$ cat config.mk
export PLATFORM = sky130hd
export DESIGN_NAME = ram_access_arbiter
export DESIGN_NICKNAME = d
export VERILOG_FILES = /design/src/rtl/ram_access_arbiter.sv
export SDC_FILE = /design/constraint.sdc
export NUM_CORES = 1
export LEC_CHECK = 0
export ABC_AREA = 1
export ABC_CLOCK_PERIOD_IN_PS = 1600
export CORE_MARGIN = 4
export CORE_UTILIZATION = 40
export CTS_CLUSTER_SIZE = 30
export DETAILED_ROUTE_END_ITERATION = 12
export GPL_ROUTABILITY_DRIVEN = 0
export PLACE_DENSITY = 0.74
export SETUP_SLACK_MARGIN = 0.02
export SYNTH_ARGS = -nofsm -noshare
export SYNTH_HDL_FRONTEND = slang
export SYNTH_SLANG_ARGS = --single-unit
$ cat constraint.sdc
create_clock -name clk -period 1.6 [get_ports clk]
set_input_delay 0.48 -clock clk [delete_from_list [all_inputs] [get_ports clk]]
set_output_delay 0.48 -clock clk [all_outputs]
set_load 0.005 [all_outputs]
$ cat src/rtl/ram_access_arbiter.sv
// Clocked front end sharing one asynchronous mfa/mfc RAM between a fetch port and a data port.
// Define RAM_ARB_RR_EN for round-robin arbitration; fixed data-over-fetch priority otherwise.
module ram_access_arbiter #(
    parameter int ADDRESS_SIZE = 8,
    parameter int DATA_SIZE    = 32,
    parameter int TIMEOUT      = 15,
    parameter int TMO_W        = 4
) (
    input  logic                    clk,
    input  logic                    reset_n,
    input  logic                    i_req,
    input  logic [ADDRESS_SIZE-1:0] i_addr,
    output logic                    i_ack,
    output logic [DATA_SIZE-1:0]    i_rdata,
    input  logic                    d_req,
    input  logic                    d_rw,
    input  logic [1:0]              d_mode,
    input  logic [ADDRESS_SIZE-1:0] d_addr,
    input  logic [DATA_SIZE-1:0]    d_wdata,
    output logic                    d_ack,
    output logic [DATA_SIZE-1:0]    d_rdata,
    output logic                    tmo_err,
    output logic                    busy,
    output logic                    mem_mfa,
    output logic                    mem_rw,
    output logic [1:0]              mem_mode,
    output logic [ADDRESS_SIZE-1:0] mem_addr,
    output logic [DATA_SIZE-1:0]    mem_wdata,
    input  logic [DATA_SIZE-1:0]    mem_rdata,
    input  logic                    mem_mfc
);

    localparam logic [1:0] ST_IDLE    = 2'd0;
    localparam logic [1:0] ST_REQ     = 2'd1;
    localparam logic [1:0] ST_RELEASE = 2'd2;

    // Timeout fires on the edge where the counter would reach TIMEOUT.
    localparam logic [TMO_W-1:0] TMO_LAST = TMO_W'(TIMEOUT - 1);

    logic [1:0]       state;
    logic             mfc_meta;
    logic             mfc_s;
    logic [TMO_W-1:0] tmo_cnt;
    logic             owner_data;
    logic             grant_data;
    logic             grant_any;

    // A grant is refused while the RAM still reports completion of a previous access.
    assign grant_any = (d_req || i_req) && !mfc_s;
    assign busy      = (state != ST_IDLE);

`ifdef RAM_ARB_RR_EN
    logic last_data;

    // NOTE: always_comb gives grant_data a default first so no latch is inferred.
    always_comb begin
        grant_data = d_req;
        if (d_req && i_req) begin
            grant_data = !last_data;
        end
    end

    always_ff @(posedge clk) begin
        if (!reset_n) begin
            last_data <= 1'b0;
        end else if (state == ST_IDLE && grant_any) begin
            last_data <= grant_data;
        end
    end
`else
    assign grant_data = d_req;
`endif

    // NOTE: sequential state uses non-blocking assignments only, and the
    // reset is sampled on the clock edge rather than in the sensitivity list.
    always_ff @(posedge clk) begin
        if (!reset_n) begin
            state      <= ST_IDLE;
            mfc_meta   <= 1'b0;
            mfc_s      <= 1'b0;
            tmo_cnt    <= '0;
            owner_data <= 1'b0;
            i_ack      <= 1'b0;
            d_ack      <= 1'b0;
            tmo_err    <= 1'b0;
            i_rdata    <= '0;
            d_rdata    <= '0;
            mem_mfa    <= 1'b0;
            mem_rw     <= 1'b0;
            mem_mode   <= 2'b00;
            mem_addr   <= '0;
            mem_wdata  <= '0;
        end else begin
            // NOTE: mem_mfc is asynchronous to clk; only mfc_s may feed logic.
            mfc_meta <= mem_mfc;
            mfc_s    <= mfc_meta;
            i_ack    <= 1'b0;
            d_ack    <= 1'b0;
            tmo_err  <= 1'b0;

            case (state)
                ST_IDLE: begin
                    if (grant_any) begin
                        owner_data <= grant_data;
                        tmo_cnt    <= '0;
                        mem_mfa    <= 1'b1;
                        state      <= ST_REQ;
                        if (grant_data) begin
                            mem_rw    <= d_rw;
                            mem_mode  <= d_mode;
                            mem_addr  <= d_addr;
                            mem_wdata <= d_wdata;
                        end else begin
                            mem_rw    <= 1'b0;
                            mem_mode  <= 2'b00;
                            mem_addr  <= i_addr;
                            mem_wdata <= '0;
                        end
                    end
                end

                ST_REQ: begin
                    tmo_cnt <= tmo_cnt + 1'b1;
                    if (mfc_s) begin
                        if (owner_data) begin
                            d_ack <= 1'b1;
                            if (!mem_rw) begin
                                d_rdata <= mem_rdata;
                            end
                        end else begin
                            i_ack   <= 1'b1;
                            i_rdata <= mem_rdata;
                        end
                        mem_mfa <= 1'b0;
                        state   <= ST_RELEASE;
                    end else if (tmo_cnt == TMO_LAST) begin
                        // Aborted access: acknowledge with the error flag, keep old read data.
                        d_ack   <= owner_data;
                        i_ack   <= !owner_data;
                        tmo_err <= 1'b1;
                        mem_mfa <= 1'b0;
                        state   <= ST_RELEASE;
                    end
                end

                ST_RELEASE: begin
                    if (!mfc_s) begin
                        state <= ST_IDLE;
                    end
                end

                default: begin
                    mem_mfa <= 1'b0;
                    state   <= ST_IDLE;
                end
            endcase
        end
    end

endmodule
==> impl_metrics.py <==
metrics = {
    "power": {
        "power_density_nw_per_um2": 1040,
        "peakVddDrop_mv": 0.709,
        "p_leak_nw": 3.23,
    },
    "timing": {
        "period_needed_ns": 1.53,
        "tightest_slew_ns": 0.375,
        "hold_viol_final": 0,
        "max_freq_mhz": 654,
        "max-slew-margin-rel_pct": 75.0,
        "rsz0062_at_grt": "no",
        "clock_skew_ns": 0.00547,
        "period_share_pct": 95.6,
        "drv_slew": 0,
        "fin_hold_ws_ns": 0.422,
        "setup_viol": 0,
    },
    "clock_tree": {
        "clkTransAtPathRegs_ns": 0.05,
        "cts_tree": "built",
        "root_buffer": "clkbuf_16",
        "h-tree-depth": 4,
        "numCtsBuffers": 17,
        "cts.sinks": 120,
        "cts_buffer_depth": 2,
        "clock_latency_ns": 0.40,
    },
    "drt": {
        "drc": 0,
        "wirelength_um": 13300,
        "ant_nets": 0,
        "vias_per_cell": 4.83,
        "vias": 4426,
        "wl_per_cell_um": 14.5,
        "drt_iter0_drc": 297,
        "drt-pass1-iter-count": 4,
    },
    "synthesis": {
        "synthCells": 561,
        "synth.avg_cell_area_um2": 8.18,
        "ys.warnings.count": 0,
        "syn-num-nets": 651,
        "synth_top_area_share_pct": 52.4,
        "yosysUniqueCellTypes": 26,
        "ys_ff_latch": 120,
        "synthArstFlopShare_pct": 0,
        "yosysMostFrequentCell": "nor2_1",
        "synthTopCellsByCount": "148 x nor2_1, 120 x dfxtp_1, 84 x o21ai_0, 60 x nand2_1, 32 x a21oi_2",
        "synth_seq_area_share_pct": 52.4,
        "synth_edf_count": 0,
        "synth.cell_area_um2": 4590,
        "yosys.area.top_type": "dfxtp_1",
        "synth_flop_cell": "dfxtp_1",
        "synthTopCellsByArea": "dfxtp_1 52%, nor2_1 12%, o21ai_0 9.2%",
    },
    "finish": {
        "area_growth_syn_to_layout_pct": 56.7,
        "final_cells": 917,
        "drive_above_1_share_pct": 16.5,
        "antennaDiodeCount": 0,
        "final_nets": 858,
    },
    "hold_path": {
        "hold_path_class": "register to register",
    },
    "critical_path": {
        "critical_path_class": "register to output port",
        "worst_ep_required_time_ns": 1.12,
        "cp_slowest_stage_delay_ns": 0.36,
        "crit_chain": "dlygate4sd2_1",
        "cp-start-kind": "register",
        "arrival_ns": 1.05,
        "cp_max_fo": 3,
        "slowest_stage": "dfxtp_1",
        "critPathBufInv": 1,
        "cp_top_family": "flip-flops",
        "cp-end-kind": "output port",
    },
    "floorplanning": {
        "core-area_um2": 11000,
        "die_w_um": 115,
        "start_util_pct": 41.6,
        "die_h_um": 115,
        "fp-row-count": 38,
        "io_pins": 200,
        "dieArea_um2": 13200,
    },
    "run": {
        "drv_cap": 0,
    },
    "placement": {
        "dp_cells": 887,
        "hpwl_um": 9610,
        "io_buffers": 199,
    },
    "global_routing": {
        "grt_usage_pct": 19.9,
        "grt_pass1_wl_um": 20900,
        "antenna_found_initial": 0,
        "grt_pass1_vias": 4333,
        "overflow": 0,
        "grt_max_degree": 47,
    },
    "status": {
        "status": "finished clean",
    },
}
[worst min-delay path, cell delays in order, from the launching register on]
cell     delay [ns]
dfxtp_1        0.31
nand2_1        0.05
inv_1          0.04
[per-stage QoR]
stage               utilization (%)  TNS, ns  power [mW]  setup slack [ns]  instance area [um2]
floorplan                         -        0        3.66             0.177                 4590
global placement               61.5    -7.84        4.22            -0.191                 6780
detailed placement             61.5    -9.43        4.24            -0.228                 6780
CTS                            65.0        0        7.52            0.0340                 7170
global route                   65.2        0        7.79            0.0200                 7190
finish                         65.2        0        7.45            0.0704                 7190
[power by group]
part           total (mW)  switching, mW  internal, mW
Clock                3.33           1.20          2.13
Sequential           3.17         0.0640          3.11
Combinational       0.939          0.443         0.496
Total                7.45           1.71          5.74
[placed cells by master (no fill, tap or decap), types with 17 or more instances in the layout]
cell type,instances
nand2_2,29
o21ai_0,84
nand2_1,60
nor2_1,148
dlygate4sd2_1,111
a21oi_2,32
clkbuf_16,17
inv_1,18
dfxtp_1,118
clkdlybuf4s50_1,86
[repair_timing]
| item | CTS | global route |
|---|---|---|
| gates cloned | 0 | 0 |
| buffers inserted | 0 | 2 |
| endpoints found under the hold margin | 0 | 0 |
| endpoints found under the setup margin | 112 | 32 |
| hold buffers | 0 | 0 |
| pin swaps | 1 | 1 |
| gates resized for setup | 118 | 1 |
[cell families after synthesis]
family / synth area share, %
simple gates: 23.4
compound gates: 17.0
buf+inv: 6.76
flops: 52.4
fa+ha+maj: 0.545
[area by class of cell]
class                           instances  area [um2]
Multi-Input combinational cell        382        1880
Fill cell                             974        3840
Tap cell                              140         175
Timing Repair Buffer                  222        2110
Clock buffer                           24         502
Sequential cell                       120        2400
Clock inverter                          4        20.0
Inverter                               25        98.8
[sequential cells by signal, indices dropped and copies added, names as in the netlist, 2 cells and up]
signal / flops
d_rdata: 32
i_rdata: 32
mem_wdata: 32
mem_addr: 8
tmo_cnt: 4
mem_mode: 2
state: 2
[routing by layer]
| layer | wire, um | part of all wire, % | global-route usage (%) | up-vias |
|---|---|---|---|---|
| met2 | 6220 | 47 | 32.3 | 168 |
| met4 | 133 | 1.0 | 7.43 | 0 |
| met5 | 0 | 0 | 0 | - |
| li1 | - | - | - | 2201 |
| met3 | 1300 | 9.8 | 8.47 | 13 |
| met1 | 5600 | 42 | 23.4 | 2044 |
[path summary, 6_finish.rpt]
path | startpoint | to | slack (ns) | cells past startpoint
min reg2reg | mfc_meta | mfc_s | 0.42 | 2
max reg2reg | state[1] | d_rdata[18] | 0.13 | 8
min | mfc_meta | mfc_s | 0.42 | 2
max | mem_rw | mem_rw | 0.07 | 1
No activity file was read; power rests on OpenSTA's default activity.
==> variant 1, RTL diff (same settings) <==
Register the input `d_mode` before use, without a reset. The logic sees it one clock later. The other inputs are not delayed to match.
--- a/src/rtl/ram_access_arbiter.sv
+++ b/src/rtl/ram_access_arbiter.sv
@@ -36,6 +36,12 @@
 
     // Timeout fires on the edge where the counter would reach TIMEOUT.
     localparam logic [TMO_W-1:0] TMO_LAST = TMO_W'(TIMEOUT - 1);
+
+    logic [1:0] d_mode_q;
+
+    always_ff @(posedge clk) begin
+        d_mode_q <= d_mode;
+    end
 
     logic [1:0]       state;
     logic             mfc_meta;
@@ -107,7 +113,7 @@
                         state      <= ST_REQ;
                         if (grant_data) begin
                             mem_rw    <= d_rw;
-                            mem_mode  <= d_mode;
+                            mem_mode  <= d_mode_q;
                             mem_addr  <= d_addr;
                             mem_wdata <= d_wdata;
                         end else begin
Formal check against the unedited RTL: not equivalent (Yosys sat finds a counterexample within 4 cycles, from zero or initial values and one cycle with reset_n low).
==> variant 1 against the unedited design <==
Worst setup slack better by 9.6 ps; sequential cell count up 2; power up 14%; sequential power up 2%; wire length increased by 2.1%; via count is essentially flat; area after synthesis shrank 1.4%; first-iteration DRC count grew 8.1%; final area is 1.9% higher; core utilization is 1.8 points higher; count of clock-buffer cells in the layout decreased by 6; clock power grew 32%; critical path depth stayed put; synthesized cell count rose by 0.18%; critical endpoint unchanged; largest cell class unchanged; highest routed layer unchanged.
==> variant 1: results (changes against the unedited design) <==
INFO  metric global_route.usage.met2 = 35.3% (+3.0 points)
INFO  metric synth.lib_cells_used.distinct = 25 (-3.8%)
INFO  metric worstHoldEndpoint = tmo_cnt[2]
INFO  metric grt_pass1_wl = 21.7 mm (+3.9%)
INFO  metric routed_wire_length_per_instance = 14.7 um (+1.5%)
INFO  metric yosysTopAreaCellShare = 54.0% (+1.6 points)
INFO  metric grt_util_all_layers = 20.8% (+0.92 points)
INFO  metric drt_iter0_markers = 321 (+8.1%)
INFO  metric syn_nets = 652 (+0.15%)
INFO  metric cts.repair.resized = 116 (-1.7%)
INFO  metric run_status = complete, no violations
INFO  metric synth_compound_gate_area_share = 16.1% (-0.89 points)
INFO  metric route.met2.wl = 6.54 mm (+5.2%)
INFO  metric worstReg2RegEnd = d_rdata[12]
INFO  metric nets_finish = 860 (+0.23%)
INFO  metric dpl.hpwl = 9.69 mm (+0.83%)
INFO  metric met3_length = 1.24 mm (-4.8%)
INFO  metric r2r.worst_path.cells = 6 (-2)
INFO  metric placed_cells_incl_taps = 890 (+0.34%)
INFO  metric tightest_slew = 242 ps (-133 ps)
INFO  metric ys_top_cells_by_area = dfxtp_1 (54%), nor2_1 (12%), o21ai_0 (9.1%), nand2_1 (5.7%), a21oi_2 (4.1%)
INFO  metric post_synth_fa_ha_maj_area_fraction = 0.553% (+0.0078 points)
INFO  metric hp-start = reset_n
INFO  metric worst_hold_path_type = in -> reg
INFO  metric yosysSeqAreaShare = 54.0% (+1.6 points)
INFO  metric routedLengthMet1 = 5.50 mm (-1.9%)
INFO  metric grt.met1_usage = 23.4% (about the same)
INFO  metric synth_top_cells_by_count = nor2_1 (148), dfxtp_1 (122), o21ai_0 (82), nand2_1 (69), a21oi_1 (22)
INFO  metric first_global_vias = 4519 (+4.3%)
INFO  metric p_sw_share = 22.4% (-0.57 points)
INFO  metric critPathMaxStageDelay = 380 ps (+20 ps)
[variant 1: changes by cell type in the layout (fill, tap and decap cells not counted), moves of 3 or more]
cell	change
dfxtp_2	+4
a21oi_1	+11
nand2_1	+9
bufinv_16	+6
a21oi_2	-11
clkinv_2	-3
buf_4	+3
clkbuf_8	-4
nand2_2	-9
clkinv_4	+6
[variant 1: worst max-delay path by stage]
stage,startpoint,slack [ps],end
after global routing,state[1],30,d_rdata[12]
after floorplan,d_req,140,mem_addr[0]
after CTS,state[1],-80,busy
after global placement,d_req,-210,mem_wdata[0]
after detailed placement,d_req,-260,mem_wdata[25]
final,mem_rw,80,mem_rw
[variant 1: per-stage QoR]
stage	hold slack (ps)	area, um^2	TNS (ps)	setup WS, ps
floorplan	390	4520	0	144
global placement	418	6760	-7450	-207
detailed placement	419	6760	-9880	-261
CTS	387	7310	-78.4	-78.4
global route	412	7330	0	29.1
finish	400	7330	0	80.1
[variant 1: final cells by class]
type / instances / area [um^2] / share of cell area, %
sequential: 122 / 2450 / 33.4
timing repair buffer: 223 / 2100 / 28.6
multi-input combinational: 382 / 1820 / 24.9
clock buffer: 18 / 439 / 5.99
clock inverter: 14 / 245 / 3.35
tap: 140 / 175 / 2.39
inverter: 24 / 95.1 / 1.30
[variant 1: power by group through the flow]
| stage | Sequential, uW | Clock (uW) | Combinational, uW |
|---|---|---|---|
| final | 3220 | 4380 | 909 |
| after detailed placement | 3290 | 0 | 968 |
| after global placement | 3280 | 0 | 952 |
| after CTS | 3220 | 4440 | 906 |
| after global routing | 3240 | 4600 | 1000 |
| after floorplan | 3290 | 0 | 391 |
[variant 1: cell families after synthesis]
group,count (synthesis)
AOI/OAI and AO/OA,127
adders and majority gates,2
buffers and inverters,58
DFF,122
and+or+nand+nor,253
==> variant 2, RTL diff (same flow settings) <==
Without the edit above. Set the parameter `DATA_SIZE` to 64 (it was 32).
--- a/src/rtl/ram_access_arbiter.sv
+++ b/src/rtl/ram_access_arbiter.sv
@@ -2,7 +2,7 @@
 // Define RAM_ARB_RR_EN for round-robin arbitration; fixed data-over-fetch priority otherwise.
 module ram_access_arbiter #(
     parameter int ADDRESS_SIZE = 8,
-    parameter int DATA_SIZE    = 32,
+    parameter int DATA_SIZE    = 64,
     parameter int TIMEOUT      = 15,
     parameter int TMO_W        = 4
 ) (
Interface: changed (5 resized); port bits go from 200 to 360. The function was not compared with the original's and may differ.
==> variant 2 against the unedited design <==
The flow now finishes with violations (setup timing); area after synthesis is 67% higher; via count is 70% higher; core utilization is 1.0 points lower; critical path type unchanged; clock power is 62% higher; power is 67% higher; sequential cell count is 96 higher; worst setup slack worse by 88 ps; largest power group is now registers; synthesized cell count is 74% higher; wire length is 89% higher; sequential power is 79% higher; highest routed layer unchanged; final area is 67% higher.
==> variant 2: results (changes against the unedited design) <==
INFO  metric run_status = complete, but fails checks
INFO  metric violations = setup timing
INFO  metric setup_tns_final = -17.3 ps (-17.3 ps)
INFO  metric syn_nets = 1131 (+74%)
INFO  metric cts_max_level = 1 (-3)
INFO  metric vias_per_cell = 4.75 (-1.5%)
INFO  metric dpl.hpwl = 17.8 mm (+85%)
INFO  metric port-buffer-count = 359 (+80%)
INFO  metric final_critical_path_setup_slack = -17.3 ps (-87.7 ps)
INFO  metric critPathMaxStageDelay = 340 ps (-20 ps)
INFO  metric synth_top_cells_by_count = nor2_1 (277), dfxtp_1 (216), nand2_1 (153), o21ai_1 (83), a21oi_1 (74)
INFO  metric routed_wire_length_per_instance = 15.8 um (+9.5%)
INFO  metric worst_path_max_delay_cell = dfxtp_2
INFO  metric dpl_cell_area = 11600 um^2 (+71%)
INFO  metric grt_util_all_layers = 21.8% (+2.0 points)
INFO  metric synth.lib_cells_used.distinct = 24 (-7.7%)
INFO  metric route.met2.wl = 12.5 mm (+100%)
INFO  metric rrSetupSlack = 100 ps (-30 ps)
INFO  metric grt_max_degree = 78 (+66%)
INFO  metric grt_pass1_wl = 38.6 mm (+85%)
INFO  metric p_leak = 0.00514 uW (+59%)
INFO  metric routed_wl = 25.1 mm (+89%)
INFO  metric final_layout_size_suffix_gt1_share = 17.3% (+0.85 points)
INFO  metric setup-violations-final = 1 (+1)
INFO  metric fillers = 1715 (+76%)
INFO  metric largestRegisters = d_rdata x64, i_rdata x64, mem_wdata x64
INFO  metric drt_pre_antenna_iters = 5 (+1)
INFO  metric clock_latency = 510 ps (+110 ps)
INFO  metric tightest_slew = 308 ps (-67.4 ps)
INFO  metric worst_case_clock_skew = 7.69 ps (+2.22 ps)
==> variant 2: cell count changes after synthesis, moves of 21 or more <==
cell,unedited run,this run
nand2_1,60,153
o21ai_0,84,63
a21oi_2,32,0
o21ai_1,0,83
dfxtp_1,120,216
nor2_1,148,277
nand2_2,29,1
a21oi_1,11,74
==> variant 2: cells by family (layout without fill, tap and decap cells) <==
group / after synthesis / in the layout / synth area share, %
compound gates: 223 / 223 / 14.7
fa+ha+maj: 2 / 2 / 0.327
buf+inv: 90 / 464 / 6.22
flops: 216 / 216 / 56.4
simple gates: 446 / 446 / 22.3
==> variant 2: final cells by class <==
class	count	area, um^2	area share (%)
inverters	23	93.8	0.780
multi-input cells	671	2880	23.9
flip-flops and latches	216	4370	36.3
well taps	234	293	2.43
clock buffers	33	694	5.77
clock inverters	9	92.6	0.769
repair buffers	399	3620	30.1
==> variant 2: per-stage QoR <==
| stage | worst slack (ps) | util, % |
|---|---|---|
| 2_1_floorplan | 147 | - |
| 3_3_place_gp | -339 | 61.7 |
| 3_5_place_dp | -429 | 61.7 |
| 4_1_cts | -222 | 65.3 |
| 5_1_grt | -90.7 | 64.1 |
| 6_report | -17.3 | 64.1 |
==> variant 2: what timing repair did <==
item,CTS,global route
buffers inserted,0,4
pin swaps,0,2
setup endpoints to repair,208,222
gates cloned,0,1
resized for setup,350,213
==> variant 2: final timing paths <==
path,from,to,depth (start not counted)
max,state[0],busy,3
min,reset_n,tmo_cnt[3],3
max reg2reg,state[1],i_rdata[57],9
min reg2reg,mfc_meta,mfc_s,2
==> variant 2: worst min-delay path, cell delays in order <==
cell	delay (ps)
buf_4	140
inv_2	100
a21oi_1	120
==> variant 2: power groups by stage <==
stage	logic [uW]	clock network [uW]	registers, uW
floorplan	536	0	5790
global placement	1500	0	5770
detailed placement	1510	0	5780
CTS	1420	5500	5660
global route	1530	5750	5690
finish	1400	5400	5670
==> variant 2: metal layers <==
metal,vias to the layer above,global-route usage (%)
met5,-,0
met4,0,6.63
li1,3842,-
met3,43,5.46
met2,248,38.0
met1,3401,26.7
